<file path="src/rtl/fetch_unit_if.sv">
// Fetch unit bus bundle: program counter side, instruction cache side and decode side.
// The master modport is the fetch unit; slave is the surrounding pipeline and cache.
interface fetch_unit_if;
    logic [31:0] pcaddr;
    logic        ihit;
    logic        flush;
    logic        halt;
    logic        iREN;
    logic [31:0] iaddr;
    logic        imem_ack;
    logic [31:0] iload;
    logic        instr_valid;
    logic [31:0] instr;
    logic [31:0] instr_pc;
    logic        instr_ready;

    modport master (
        input  pcaddr, flush, halt, imem_ack, iload, instr_ready,
        output ihit, iREN, iaddr, instr_valid, instr, instr_pc
    );

    modport slave (
        output pcaddr, flush, halt, imem_ack, iload, instr_ready,
        input  ihit, iREN, iaddr, instr_valid, instr, instr_pc
    );
endinterface

</file>
<file path="src/rtl/fetch_unit.sv">
// Instruction fetch front end: single-outstanding cache reads feeding a small fetch queue.
// Define FETCH_PERF_EN to add saturating fetch/drop performance counters.
module fetch_unit #(
    parameter int          FQ_DEPTH = 2,
    parameter logic [31:0] RESET_PC = 32'h0000_0000
) (
    input  logic          CLK,
    input  logic          RST,
    fetch_unit_if.master  fif
`ifdef FETCH_PERF_EN
    ,
    output logic [31:0]   perf_fetch_cnt,
    output logic [31:0]   perf_drop_cnt
`endif
);
    localparam int PTR_W = (FQ_DEPTH > 1) ? $clog2(FQ_DEPTH) : 1;
    localparam int CNT_W = PTR_W + 1;
    localparam logic [PTR_W-1:0] PTR_ONE = 1;
    localparam logic [CNT_W-1:0] CNT_ONE = 1;
    localparam logic [CNT_W-1:0] CNT_FULL = CNT_W'(FQ_DEPTH);

    typedef enum logic [1:0] {IDLE, REQ, DROP} state_t;

    state_t            state_q, state_d;
    logic [31:0]       iaddr_q, iaddr_d;
    logic [PTR_W-1:0]  wr_ptr_q, wr_ptr_d;
    logic [PTR_W-1:0]  rd_ptr_q, rd_ptr_d;
    logic [CNT_W-1:0]  count_q, count_d;
    logic [31:0]       instr_mem_q [FQ_DEPTH];
    logic [31:0]       instr_mem_d [FQ_DEPTH];
    logic [31:0]       pc_mem_q    [FQ_DEPTH];
    logic [31:0]       pc_mem_d    [FQ_DEPTH];

    logic ihit;
    logic push;
    logic pop;
    logic discard;
    logic instr_valid;

    always_comb begin
        state_d = state_q;
        iaddr_d = iaddr_q;
        ihit    = 1'b0;
        push    = 1'b0;
        discard = 1'b0;
        case (state_q)
            IDLE: begin
                if (!fif.flush && !fif.halt && (count_q < CNT_FULL)) begin
                    state_d = REQ;
                    iaddr_d = fif.pcaddr;
                end
            end
            REQ: begin
                if (fif.imem_ack) begin
                    state_d = IDLE;
                    if (fif.flush) begin
                        discard = 1'b1;
                    end else begin
                        ihit = 1'b1;
                        push = 1'b1;
                    end
                end else if (fif.flush) begin
                    state_d = DROP;
                end
            end
            DROP: begin
                // The cache still owes us this response, so keep requesting until it arrives.
                if (fif.imem_ack) begin
                    state_d = IDLE;
                    discard = 1'b1;
                end
            end
            default: state_d = IDLE;
        endcase
    end

    assign instr_valid = (count_q != '0);
    assign pop         = instr_valid && fif.instr_ready;

    always_comb begin
        wr_ptr_d    = wr_ptr_q;
        rd_ptr_d    = rd_ptr_q;
        count_d     = count_q;
        instr_mem_d = instr_mem_q;
        pc_mem_d    = pc_mem_q;
        if (fif.flush) begin
            wr_ptr_d = '0;
            rd_ptr_d = '0;
            count_d  = '0;
        end else begin
            if (push) begin
                instr_mem_d[wr_ptr_q] = fif.iload;
                pc_mem_d[wr_ptr_q]    = iaddr_q;
                wr_ptr_d              = wr_ptr_q + PTR_ONE;
            end
            if (pop) begin
                rd_ptr_d = rd_ptr_q + PTR_ONE;
            end
            case ({push, pop})
                2'b10:   count_d = count_q + CNT_ONE;
                2'b01:   count_d = count_q - CNT_ONE;
                default: count_d = count_q;
            endcase
        end
    end

    always_ff @(posedge CLK) begin
        if (RST) begin
            state_q  <= IDLE;
            iaddr_q  <= RESET_PC;
            wr_ptr_q <= '0;
            rd_ptr_q <= '0;
            count_q  <= '0;
            for (int i = 0; i < FQ_DEPTH; i++) begin
                instr_mem_q[i] <= '0;
                pc_mem_q[i]    <= '0;
            end
        end else begin
            state_q     <= state_d;
            iaddr_q     <= iaddr_d;
            wr_ptr_q    <= wr_ptr_d;
            rd_ptr_q    <= rd_ptr_d;
            count_q     <= count_d;
            instr_mem_q <= instr_mem_d;
            pc_mem_q    <= pc_mem_d;
        end
    end

    assign fif.ihit        = ihit;
    assign fif.iREN        = (state_q != IDLE);
    assign fif.iaddr       = iaddr_q;
    assign fif.instr_valid = instr_valid;
    assign fif.instr       = instr_mem_q[rd_ptr_q];
    assign fif.instr_pc    = pc_mem_q[rd_ptr_q];

`ifdef FETCH_PERF_EN
    logic [31:0] perf_fetch_q, perf_fetch_d;
    logic [31:0] perf_drop_q, perf_drop_d;
    logic [32:0] drop_sum;

    // A flush counts every entry still in the queue as dropped, even one decode pops that cycle.
    always_comb begin
        perf_fetch_d = perf_fetch_q;
        if (ihit && (perf_fetch_q != 32'hFFFF_FFFF)) begin
            perf_fetch_d = perf_fetch_q + 32'd1;
        end
        drop_sum = {1'b0, perf_drop_q} + 33'(discard);
        if (fif.flush) begin
            drop_sum = drop_sum + 33'(count_q);
        end
        perf_drop_d = drop_sum[32] ? 32'hFFFF_FFFF : drop_sum[31:0];
    end

    always_ff @(posedge CLK) begin
        if (RST) begin
            perf_fetch_q <= '0;
            perf_drop_q  <= '0;
        end else begin
            perf_fetch_q <= perf_fetch_d;
            perf_drop_q  <= perf_drop_d;
        end
    end

    assign perf_fetch_cnt = perf_fetch_q;
    assign perf_drop_cnt  = perf_drop_q;
`endif
endmodule

</file>
<file path="src/flat_wrapper.sv">
// flat-port wrapper written by rule: the top's interface ports become plain ports
module fetch_unit_flat 
#(
    parameter int          FQ_DEPTH = 2,
    parameter logic [31:0] RESET_PC = 32'h0000_0000
)
  (CLK, RST, fif_pcaddr, fif_flush, fif_halt, fif_imem_ack, fif_iload, fif_instr_ready, fif_ihit, fif_iREN, fif_iaddr, fif_instr_valid, fif_instr, fif_instr_pc);
  fetch_unit_if fif_i ();
  input  logic CLK;
  input  logic RST;
  input wire logic [$bits(fif_i.pcaddr)-1:0] fif_pcaddr;
  input wire logic [$bits(fif_i.flush)-1:0] fif_flush;
  input wire logic [$bits(fif_i.halt)-1:0] fif_halt;
  input wire logic [$bits(fif_i.imem_ack)-1:0] fif_imem_ack;
  input wire logic [$bits(fif_i.iload)-1:0] fif_iload;
  input wire logic [$bits(fif_i.instr_ready)-1:0] fif_instr_ready;
  output wire logic [$bits(fif_i.ihit)-1:0] fif_ihit;
  output wire logic [$bits(fif_i.iREN)-1:0] fif_iREN;
  output wire logic [$bits(fif_i.iaddr)-1:0] fif_iaddr;
  output wire logic [$bits(fif_i.instr_valid)-1:0] fif_instr_valid;
  output wire logic [$bits(fif_i.instr)-1:0] fif_instr;
  output wire logic [$bits(fif_i.instr_pc)-1:0] fif_instr_pc;
  assign fif_i.pcaddr = fif_pcaddr;
  assign fif_i.flush = fif_flush;
  assign fif_i.halt = fif_halt;
  assign fif_i.imem_ack = fif_imem_ack;
  assign fif_i.iload = fif_iload;
  assign fif_i.instr_ready = fif_instr_ready;
  assign fif_ihit = fif_i.ihit;
  assign fif_iREN = fif_i.iREN;
  assign fif_iaddr = fif_i.iaddr;
  assign fif_instr_valid = fif_i.instr_valid;
  assign fif_instr = fif_i.instr;
  assign fif_instr_pc = fif_i.instr_pc;
  fetch_unit #(.FQ_DEPTH(FQ_DEPTH), .RESET_PC(RESET_PC)) u_core (.CLK(CLK), .RST(RST), .fif(fif_i));
endmodule
</file>
<file path="config.mk">
export PLATFORM = sky130hd
export DESIGN_NAME = fetch_unit_flat
export DESIGN_NICKNAME = d
export VERILOG_FILES = /design/src/rtl/fetch_unit_if.sv /design/src/rtl/fetch_unit.sv /design/src/flat_wrapper.sv
export SDC_FILE = /design/constraint.sdc
export NUM_CORES = 1
export LEC_CHECK = 0
export ABC_AREA = 1
export ABC_CLOCK_PERIOD_IN_PS = 1450
export BUFFER_PORTS_ARGS = -buffer_cell sky130_fd_sc_hd__buf_2
export CORE_UTILIZATION = 39
export CTS_BUF_LIST = sky130_fd_sc_hd__clkbuf_2
export DETAILED_ROUTE_END_ITERATION = 10
export GPL_TIMING_DRIVEN = 0
export SLEW_MARGIN = 0
export SYNTH_ARGS = -nofsm -noshare
export SYNTH_HDL_FRONTEND = slang
export SYNTH_SLANG_ARGS = --single-unit
</file>
<file path="constraint.sdc">
create_clock -name CLK -period 1.45 [get_ports CLK]
set_clock_uncertainty 0.05 [all_clocks]
set_input_delay 0.29 -clock CLK [delete_from_list [all_inputs] [get_ports CLK]]
set_output_delay 0.29 -clock CLK [all_outputs]
set_load 0.01 [all_outputs]
</file>
==> flow_summary.toml <==
[timing]
whs_ns = 0.0460
finalSetupViolCount = 101
slew_headroom_pct = 57.1
setup_slack_ns = -0.738
finalMaxSlewViolations = 0
finalHoldViolations = 0
timing.fmax_mhz = 457
fin_crit_ns = 2.19
fin_setup_tns_ns = -50.71
tightest_slew_ns = 0.643
rsz0062_at_grt = "yes"
period_share_pct = 151

[clock_tree]
clock_path_buffers = 2
cts_root_buf = "clkbuf_2"
clkTransAtPathRegs_ns = 0.25
worstSkewPairLatency_ns = 0.78
numCtsBuffers = 17
clock_sinks = 166
htreeDepth = 4
cts_tree = "done"

[floorplanning]
dieWidth_um = 152
coreArea_um2 = 21900
start_util_pct = 39.8
io_pins = 169
die_area_um2 = 23000
num_rows = 54
die_h_um = 152

[worst_hold_path]
hp-start = "RST"
min_to = "u_core.pc_mem_q[37]$_SDFFE_PP0P_"
hold_depth = 5
hp-class = "input pin to flip-flop"

[cells_and_area]
nets = 1798
area_growth_pct = 44.3
regArea_um2 = 3370
nFillCells = 2161
final_cell_area_um2 = 12600
final_layout_size_suffix_gt1_share_pct = 28.5
multi_input_area_um2 = 4110
final_common_cell = "inv_1"
final_cell_mix = "377 x inv_1, 366 x nand2_1, 164 x nor2_1"

[synthesis]
syn-mean-instance-area_um2 = 6.05
syn_area_um2 = 8720
syn_inst = 1442
synth.area.top_cells = "dfxtp_1 38%, nand2_1 18%, inv_1 16%, nor2_1 7.1%, nand3_1 5.7%"
synth_top_area_share_pct = 38.1
yosysTopAreaCell = "dfxtp_1"
ys_types = 23
ys_seq_area_share_pct = 38.1
yosys_register_bits = 166
syn_nets = 1513
yosys_warnings = 0

[critical_path]
rr_worst_depth = 11
crit_buf_inv = 3
end_kind = "output pin"
crit_fanout = 10
slowest_stage = "dfxtp_4"
r2r-start = "u_core.state_q[1]$_SDFFE_PP0P_"
worstSetupPathType = "flip-flop to output pin"
required_ns = 1.11
slowest_delay_ns = 0.44
cp_top_family = "buffers and inverters"
r2r_setup_slack_ns = -0.03
crit_arrival_ns = 1.85
worstPathCellList = "buf_16 > clkbuf_16 > o21ai_2 > buf_2"
critical_path.startpoint_type = "flip-flop"
worstReg2RegEnd = "u_core.count_q[1]$_SDFFE_PP0P_"

[route]
wl_met2_mm = 12.7
routed_wl_mm = 26.7
drtAntennaViolNets = 0
drt_iter0_markers = 504
highest_layer = "met5"
met1_length_mm = 12.3
met3_wirelength_mm = 1.26
wl_per_cell_um = 13.2
routed_via_density = 4.38
drc = 0
dr.pass1.iters = 5
vias = 8842

[placement]
dp.final_hpwl_mm = 17.5
placed_area_um2 = 9920
io_buffers = 168
dp_slack_ns = -0.531
place_congestion = 0.791

[outcome]
status = "finished, violations left"
violations = "setup timing"

[global_route]
grt_max_degree = 17
grt_pass1_wl_mm = 40.6
overflow = 0
grt_pass1_vias = 7989
track_usage_pct = 23.2
antenna_found_initial = 3

[pwr]
power_uw = 8830
ir_worst_vdd_mv = 0.430
leakage_uw = 0.00681
p_per_area_nw_per_um2 = 702

[run]
max-cap-violations = 0
[cells by family after synthesis]
group | count (synthesis) | share of synthesized area, %
xor+xnor | 1 | 0.100
flops | 166 | 38.1
fa+ha+maj | 1 | 0.144
buf+inv | 474 | 22.1
simple gates | 731 | 35.5
compound gates | 69 | 4.00
[flip-flops by register name (all words and copies together), names as in the netlist]
name                cells
u_core.instr_mem_q     64
u_core.pc_mem_q        64
u_core.fif.iaddr       32
u_core.count_q          2
u_core.state_q          2
u_core.rd_ptr_q         1
u_core.wr_ptr_q         1
[power breakdown]
group,leakage [µW],switching [µW],internal (µW)
clock,0.000147,1730,968
sequential,0.00136,61.8,4700
combinational,0.00531,725,657
total,0.00681,2510,6320
[Yosys cell counts]
cell type and number:
dfxtp_1 166, nor2_4 2, inv_1 380, buf_1 23, nand3_2 32, nor2_1 166, inv_2 16, clkbuf_1 13
o21a_1 1, buf_2 27, buf_6 15, o21ai_0 64, nor3_1 1, nand2_1 425, ha_1 1, xor2_1 1
or2_2 1, nand4_1 2, nand3_1 100, a21oi_1 3, a31oi_1 1, nand2_2 1, nor2_2 1
[worst max path at each step]
stage                                              start                              to  cells past startpoint
after floorplan           u_core.state_q[1]$_SDFFE_PP0P_  u_core.count_q[1]$_SDFFE_PP0P_                     10
after global placement      u_core.rd_ptr_q$_SDFFE_PP0P_                fif_instr_pc[18]                      5
after detailed placement    u_core.rd_ptr_q$_SDFFE_PP0P_                fif_instr_pc[18]                      5
after CTS                   u_core.rd_ptr_q$_SDFFE_PP0P_                 fif_instr_pc[5]                      4
after global routing        u_core.rd_ptr_q$_SDFFE_PP0P_                 fif_instr_pc[2]                      4
final                       u_core.rd_ptr_q$_SDFFE_PP0P_                fif_instr_pc[22]                      4
[per-layer routing]
metal / global-route usage [%] / vias up
met5: 0 / -
met4: 6.83 / 4
met3: 4.73 / 32
met2: 38.9 / 223
met1: 29.9 / 3889
li1: - / 4694
[stage by stage]
stage | utilization [%] | cells
after floorplan | - | 1442
after global placement | 45.3 | 1890
after detailed placement | 45.3 | 1890
after CTS | 54.7 | 2014
after global routing | 57.5 | 2021
final | 57.5 | 2021
[repair_timing]
action / CTS / global route
buffers inserted: 16 / 5
endpoints found under the hold margin: 102 / 0
hold buffers: 70 / 0
setup endpoints to repair: 226 / 214
pin swaps: 14 / 23
cloned: 6 / 4
resized for setup: 297 / 137
[worst reg2reg max path: stages (launching register included)]
cell and delay (ns):
dfxtp_2 0.37, inv_2 0.08, nand2_4 0.06, nor2_4 0.09
buf_6 0.12, buf_6 0.10, inv_4 0.04, ha_4 0.15
inv_1 0.07, nand2_2 0.06, a31oi_1 0.16, nor2_1 0.06
[final cells by class]
cell class              count  share of cell area [%]
flip-flops and latches    166                    26.8
repair buffers            267                    17.6
clock inverters            13                    1.24
inverters                 396                    11.9
clock buffers              19                   0.756
well taps                 280                    2.78
multi-input cells         802                    32.7
plain buffers              77                    6.32
diodes                      1                  0.0199
Note: power is estimated with default switching activity, not from simulation.
